===== src/rtl/uart_tx.sv =====
// 8N1 UART transmitter with valid/ready byte intake and a programmable bit period.
// Define UART_TX_PARITY_EN to insert an even-parity bit between the data bits and the stop bit.
module uart_tx #(
  parameter int unsigned CLKS_PER_BIT = 1,
  parameter int unsigned CNT_W        = 16
) (
  input  logic       clk,
  input  logic       rst_n,
  input  logic [7:0] tx_data,
  input  logic       tx_valid,
  output logic       tx_rdy,
  output logic       tx_out,
  output logic       tx_busy
);

`ifdef UART_TX_PARITY_EN
  typedef enum logic [2:0] {IDLE, START, DATA, PARITY, STOP} state_t;
`else
  typedef enum logic [2:0] {IDLE, START, DATA, STOP} state_t;
`endif

  localparam logic [CNT_W-1:0] LAST_CNT = CNT_W'(CLKS_PER_BIT - 1);

  state_t           state_q, state_d;
  logic [7:0]       shift_q, shift_d;
  logic [2:0]       idx_q, idx_d;
  logic [CNT_W-1:0] cnt_q, cnt_d;
  logic             tx_out_q, tx_out_d;
  logic             tx_rdy_q, tx_rdy_d;
  logic             tx_busy_q, tx_busy_d;
  logic             bit_last;
`ifdef UART_TX_PARITY_EN
  logic             parity_q, parity_d;
`endif

  assign bit_last = (cnt_q == LAST_CNT);

  always_comb begin
    state_d = state_q;
    shift_d = shift_q;
    idx_d   = idx_q;
    cnt_d   = '0;
`ifdef UART_TX_PARITY_EN
    parity_d = parity_q;
`endif
    if (state_q != IDLE && !bit_last) begin
      cnt_d = cnt_q + CNT_W'(1);
    end

    case (state_q)
      IDLE: begin
        if (tx_valid && tx_rdy_q) begin
          state_d = START;
          shift_d = tx_data;
          idx_d   = '0;
`ifdef UART_TX_PARITY_EN
          parity_d = ^tx_data;
`endif
        end
      end
      START: begin
        if (bit_last) begin
          state_d = DATA;
          idx_d   = '0;
        end
      end
      DATA: begin
        if (bit_last) begin
          shift_d = shift_q >> 1;
          if (idx_q == 3'd7) begin
`ifdef UART_TX_PARITY_EN
            state_d = PARITY;
`else
            state_d = STOP;
`endif
          end else begin
            idx_d = idx_q + 3'd1;
          end
        end
      end
`ifdef UART_TX_PARITY_EN
      PARITY: begin
        if (bit_last) state_d = STOP;
      end
`endif
      STOP: begin
        if (bit_last) state_d = IDLE;
      end
      default: state_d = IDLE;
    endcase

    // Outputs are registered, so they are derived from the state being entered.
    case (state_d)
      START:   tx_out_d = 1'b0;
      DATA:    tx_out_d = shift_d[0];
`ifdef UART_TX_PARITY_EN
      PARITY:  tx_out_d = parity_d;
`endif
      default: tx_out_d = 1'b1;
    endcase
    tx_busy_d = (state_d != IDLE);
    tx_rdy_d  = (state_d == IDLE);
  end

  always_ff @(posedge clk or negedge rst_n) begin
    if (!rst_n) begin
      state_q   <= IDLE;
      shift_q   <= '0;
      idx_q     <= '0;
      cnt_q     <= '0;
      tx_out_q  <= 1'b1;
      tx_rdy_q  <= 1'b0;
      tx_busy_q <= 1'b0;
`ifdef UART_TX_PARITY_EN
      parity_q  <= 1'b0;
`endif
    end else begin
      state_q   <= state_d;
      shift_q   <= shift_d;
      idx_q     <= idx_d;
      cnt_q     <= cnt_d;
      tx_out_q  <= tx_out_d;
      tx_rdy_q  <= tx_rdy_d;
      tx_busy_q <= tx_busy_d;
`ifdef UART_TX_PARITY_EN
      parity_q  <= parity_d;
`endif
    end
  end

  assign tx_out  = tx_out_q;
  assign tx_rdy  = tx_rdy_q;
  assign tx_busy = tx_busy_q;

endmodule

===== config.mk =====
export PLATFORM = sky130hd
export DESIGN_NAME = uart_tx
export DESIGN_NICKNAME = d
export VERILOG_FILES = /design/src/rtl/uart_tx.sv
export SDC_FILE = /design/constraint.sdc
export NUM_CORES = 1
export LEC_CHECK = 0
export ABC_CLOCK_PERIOD_IN_PS = 2440
export BUFFER_PORTS_ARGS = -buffer_cell sky130_fd_sc_hd__clkbuf_2
export CELL_PAD_IN_SITES_DETAIL_PLACEMENT = 0
export CELL_PAD_IN_SITES_GLOBAL_PLACEMENT = 1
export CORE_MARGIN = 2
export CORE_UTILIZATION = 30
export CTS_CLUSTER_SIZE = 24
export DETAILED_ROUTE_END_ITERATION = 8
export GPL_ROUTABILITY_DRIVEN = 0
export PLACE_DENSITY_LB_ADDON = 0.08
export REMOVE_ABC_BUFFERS = 1
export SETUP_SLACK_MARGIN = 0.1
export SYNTH_ARGS = -nofsm -noshare
export SYNTH_HDL_FRONTEND = slang
export SYNTH_SLANG_ARGS = --single-unit

===== constraint.sdc =====
create_clock -name clk -period 2.44 [get_ports clk]
set_input_delay 0.488 -clock clk [delete_from_list [all_inputs] [get_ports clk]]
set_output_delay 0.488 -clock clk [all_outputs]
set_load 0.02 [all_outputs]

* Word-level counts from Yosys, hierarchy flattened
Cells that the tools add are included.
** Word-level totals
- Flip-flop bits (word level) :: 33
- Input bits :: 11
- Output and inout port bits :: 3
- Word-level logic and storage cells :: 48
** Operators by class
- Add/subtract/negate cells :: 2
- Equality and inequality tests :: 10
- Muxes and demuxes :: 16
- Reduce and logical (&&, ||, !) cells :: 12
** Operator list (count)
- 2-to-1 mux 3 bit :: 9
- adder 16 x 1 -> 16 bit, second input constant :: 1
- zero test 16 bit :: 1
- 2-to-1 mux 16 bit :: 1
- 2-to-1 mux 8 bit :: 2
- one-hot mux 8 bit (2 select lines) :: 1
- one-hot mux 3 bit (4 select lines) :: 1
- equality test 3 x 2 -> 1 bit, second input constant :: 3
- one-hot mux 3 bit (3 select lines) :: 1
- nonzero test 3 bit :: 3
- != test 2 bit, second input constant :: 4
- equality test 3 x 1 -> 1 bit, second input constant :: 2
- zero test 3 bit :: 2
- AND reduction 5 bit :: 1
- adder 3 x 1 -> 3 bit, second input constant :: 1
- equality test 3 bit, second input constant :: 1
- AND reduction 3 bit :: 1
- logical AND 1 bit :: 2
- one-hot mux 1 bit (2 select lines) :: 1
- nonzero test 2 bit :: 1
- zero test 1 bit :: 1

* Logic depth before layout (Yosys ltp)
- Depth after elaboration :: 6
- Mapped depth :: 8
- Depth with buffers taken out :: 8

* Worst setup path after synthesis
OpenSTA, ideal clock, no wires.
- Kind :: flip-flop to flip-flop
- From :: register cnt_q[4]
- To :: register tx_out_q, in the netlist tx_out
- Library setup time :: 0.086 ns
- Arrival :: 2.095 ns
- Required time :: 2.354 ns
- Path slack :: 0.258 ns
- Cell stages (with the launch flop) :: 7
- Path buffers :: 0
- Period minus slack after synthesis :: 2.182 ns
- Cell sequence :: dfrtp_1 -> or4_1 -> or4_4 -> nor3_4 -> a221o_1 -> nor2_2 -> o31ai_2
** Between the ends
- Word-level cells in the longest chain between the ends :: 5
- Elaborated cells on any way between the ends :: 10
- Those cells by class :: 2 x eq/ne; 7 x mux; 1 x reduce/logical
** RTL lines
- from (decl) :: RTL line 27 : logic [CNT_W-1:0] cnt_q, cnt_d;
- from (signal assigned) :: RTL line 121 : cnt_q <= cnt_d;
- zero test 16 bit * :: RTL line 36 : assign bit_last = (cnt_q == LAST_CNT);
- 2-to-1 mux 3 bit (on tied branches) :: RTL line 87, 62, 68
- one-hot mux 3 bit (4 select lines) :: RTL line 50 : case (state_q)
- equality test 3 x 2 -> 1 bit / equality test 3 x 1 -> 1 bit (equally long branches) :: RTL line 93 : case (state_d)
- one-hot mux 1 bit (2 select lines) * :: RTL line 93
- via tx_out_d :: RTL line 28 : logic tx_out_q, tx_out_d;
- to (signal assigned) :: RTL line 122 : tx_out_q <= tx_out_d;
- to (decl) :: RTL line 28
The timed path passes the listed nets; every way through them passes the cells marked *. The select of a mux whose other input is x is not followed.
A chain may end at the register's enable or synchronous reset.

* Worst setup path after layout
- From :: register cnt_q[7]
- To :: register tx_out_q, in the netlist tx_out
The elaborated chain is that of the path after synthesis.

==> flow_metrics.tcl <==
set metrics [dict create \
    status "completed" \
    cts_buffer_depth 2 \
    critPathArrivalTime_ns 2.43 \
    critPathRequiredTime_ns 2.64 \
    netlist_area_sq_mm 0.00155 \
    worstSetupEndpointType "flop" \
    worst_slew_pin_slew_ns 0.837 \
    antenna_found_initial 0 \
    post_synth_num_cell_types 40 \
    final_core_util_pct 36.5 \
    fin_ws_ns 0.207 \
    port-buffer-count 13 \
    synth-main-ff-cell "dfrtp_1" \
    critPathKind "flop to flop" \
    grt_usage_pct 12.9 \
    rsz0062_at_grt "false" \
    cts_sinks 33 \
    finClkSkew_ns 0.00436 \
    grt_busiest_layer "met2" \
    antenna_left 0 \
    synth.avg_cell_area_sq_um 10.2 \
    grt_pass1_wl_mm 5.45 \
    ys_seq_area_share_pct 53.4 \
    drv_cap 0 \
    min_path_type "input pin to asynchronous set/reset pin" \
    synth_area_leaders "dfrtp_1 52%, nand2_1 5.3%, xor2_1 4.5%" \
    slowest_stage "or4_1" \
    yosys.area.top_type "dfrtp_1" \
    clk_pin_slew_worst_paths_ns 0.07 \
    synth_top_area_share_pct 51.7 \
    fin_nets 191 \
    place_ws_ns 0.171 \
    ir_drop_v 0.000186 \
    synth_cells 152 \
    fillers 532 \
    clk_latency_ns 0.28 \
    core_sq_mm 0.00504 \
    grt_pass1_vias 1230 \
    synth_top_family_by_area "simple AND/OR/NAND/NOR gates" \
    cts-hold-fix-buffers 0 \
    crit_fanout 6 \
    met2_usage_pct 23.1 \
    fp.dieArea_sq_mm 0.00575 \
    drive_above_1_share_pct 21.5 \
    grt_max_degree 34 \
    rows 26 \
    firstDrtPassIters 3 \
    area_delta_synth_final_pct 18.9 \
    dieHeight_um 75.9 \
    cts_buffers 5 \
    ff2ff_setup_slack_ns 0.21 \
    grtUsageMet1_pct 14.4 \
    crit_path_cell_trace "or4_1 -> or4_4 -> nor3_4 -> a221o_1 -> nor2_2 -> o31ai_2" \
    synth_xor_area_share_pct 7.35 \
    wire_per_inst_um 12.9 \
    vias 1166 \
    setup_viol 0 \
    fmax_ghz 0.448 \
    use_met3_pct 2.91 \
    p_leak_nw 0.835 \
    synth_seq_cells 33 \
    wl_mm 3.18 \
    io_pins 14 \
    worstSetupStartpointType "flop" \
    cts_tree "yes" \
    antennaDiodeCount 0 \
    place_hpwl_mm 2.24 \
    crit_path_max_incr_delay_ns 0.59 \
    final.setup.tns_ns 0 \
    drv_slew 0 \
    synth_warnings 0 \
    worst-path-buf-inv 0 \
    drc 0 \
    drtIter0Drc 81 \
    hold_violations 0 \
    relSlewSlack_pct 44.2 \
    synth_fa_ha_area_share_pct 3.23 \
    h-tree-depth 2 \
    fin_crit_ns 2.23 \
    cts-root-buf "clkbuf_8" \
    async_flop_share_pct 100 \
    yosys.area_share.simple_pct 22.9 \
    avgViaCountPerCell 4.72 \
    path_delay_family "simple AND/OR/NAND/NOR gates" \
    die_x_um 75.9 \
    synth-edff-count 0 \
    synth.area.mux_share_pct 0 \
    gr-total-overflow 0 \
    synth_compound_area_share_pct 10.4 \
    min_period_over_period_pct 91.5 \
    start_util_pct 30.7 \
    powerDensity_mw_per_mm2 627 \
]
==> state kept, by name, indices dropped and copies added (netlist names) <==
| name | cells |
|---|---|
| tx_busy | 1 |
| idx_q | 3 |
| tx_out | 1 |
| state_q | 3 |
| cnt_q | 16 |
| shift_q | 8 |
| tx_rdy | 1 |
==> area by class of cell <==
class | count | area (sq um) | share of cell area, %
tap | 70 | 87.6 | 4.76
clock buffer | 8 | 90.1 | 4.89
multi-input combinational | 110 | 693 | 37.6
sequential | 33 | 827 | 44.9
timing repair buffer | 21 | 125 | 6.79
inverter | 5 | 18.8 | 1.02
==> where the power goes <==
part	total, mW	internal, mW	switching (mW)
combinational	0.110	0.0437	0.0663
sequential	0.618	0.591	0.0272
clock	0.427	0.230	0.196
total	1.15	0.865	0.290
==> synthesized netlist by cell type, types with 2 or more instances <==
| cell type | instances |
|---|---|
| a21oi_1 | 4 |
| a22oi_1 | 6 |
| a32o_1 | 2 |
| and3_1 | 3 |
| clkbuf_1 | 2 |
| dfrtp_1 | 32 |
| ha_1 | 4 |
| inv_1 | 5 |
| nand2_1 | 22 |
| nand3_1 | 6 |
| nand4_1 | 3 |
| nor2_1 | 18 |
| nor2b_1 | 2 |
| o21ai_0 | 2 |
| o21ai_1 | 2 |
| or3_1 | 2 |
| or4_1 | 3 |
| xnor2_1 | 5 |
| xor2_1 | 8 |
==> through the flow <==
step / total power [mW] / hold slack, ns / instance area, sq um / instances
after floorplan: 0.692 / 0.192 / 1530 / 148
after global placement: 0.736 / 0.460 / 1720 / 236
after detailed placement: 0.740 / 0.464 / 1720 / 236
after CTS: 1.17 / 0.340 / 1810 / 244
after global routing: 1.22 / 0.365 / 1840 / 247
final: 1.15 / 0.295 / 1840 / 247
==> worst reg2reg max path: stages, from the launching register on <==
cell and delay, ns:
dfrtp_1 0.43, or4_1 0.59, or4_4 0.55, nor3_4 0.17
a221o_1 0.20, nor2_2 0.05, o31ai_2 0.17
==> what timing repair did <==
| item | 4_1_cts | 5_1_grt |
|---|---|---|
| hold endpoints to repair | 0 | 0 |
| endpoints found under the setup margin | 0 | 4 |
| gates resized for setup | 0 | 2 |
| buffers inserted | 0 | 3 |
==> per-layer routing <==
layer	routed length [um]	vias to the layer above
met3	91	5
met2	1640	9
met4	55	0
met1	1390	579
met5	0	-
li1	-	573
==> logic make-up after synthesis <==
group	count (synthesis)
buffers and inverters	9
and+or+nand+nor	70
adders and majority gates	4
xor gates and xnor gates	13
AOI/OAI and AO/OA	22
DFF	33
other	1
==> path summary, 6_finish.rpt <==
| kind | end | cells after the start | from |
|---|---|---|---|
| setup / recovery | tx_out | 6 | cnt_q[7] |
| hold / removal | shift_q[5] | 1 | rst_n |
| setup reg to reg | tx_out | 6 | cnt_q[7] |
| hold reg to reg | idx_q[0] | 1 | idx_q[0] |
| max in group asynchronous | cnt_q[5] | 1 | rst_n |
| min in group clk | shift_q[7] | 3 | tx_data[7] |
==> layout by cell type (no fill, tap or decap), types with 3 or more instances in the layout <==
cell / instances
xor2_1: 8
buf_4: 8
clkbuf_8: 6
nand3_1: 6
clkbuf_2: 13
and3_1: 3
nand4_1: 3
a21oi_1: 4
nor2_1: 18
nand2_1: 22
dfrtp_1: 32
xnor2_1: 5
ha_1: 4
inv_1: 5
a22oi_1: 6
(Power assumes the default switching activity.)
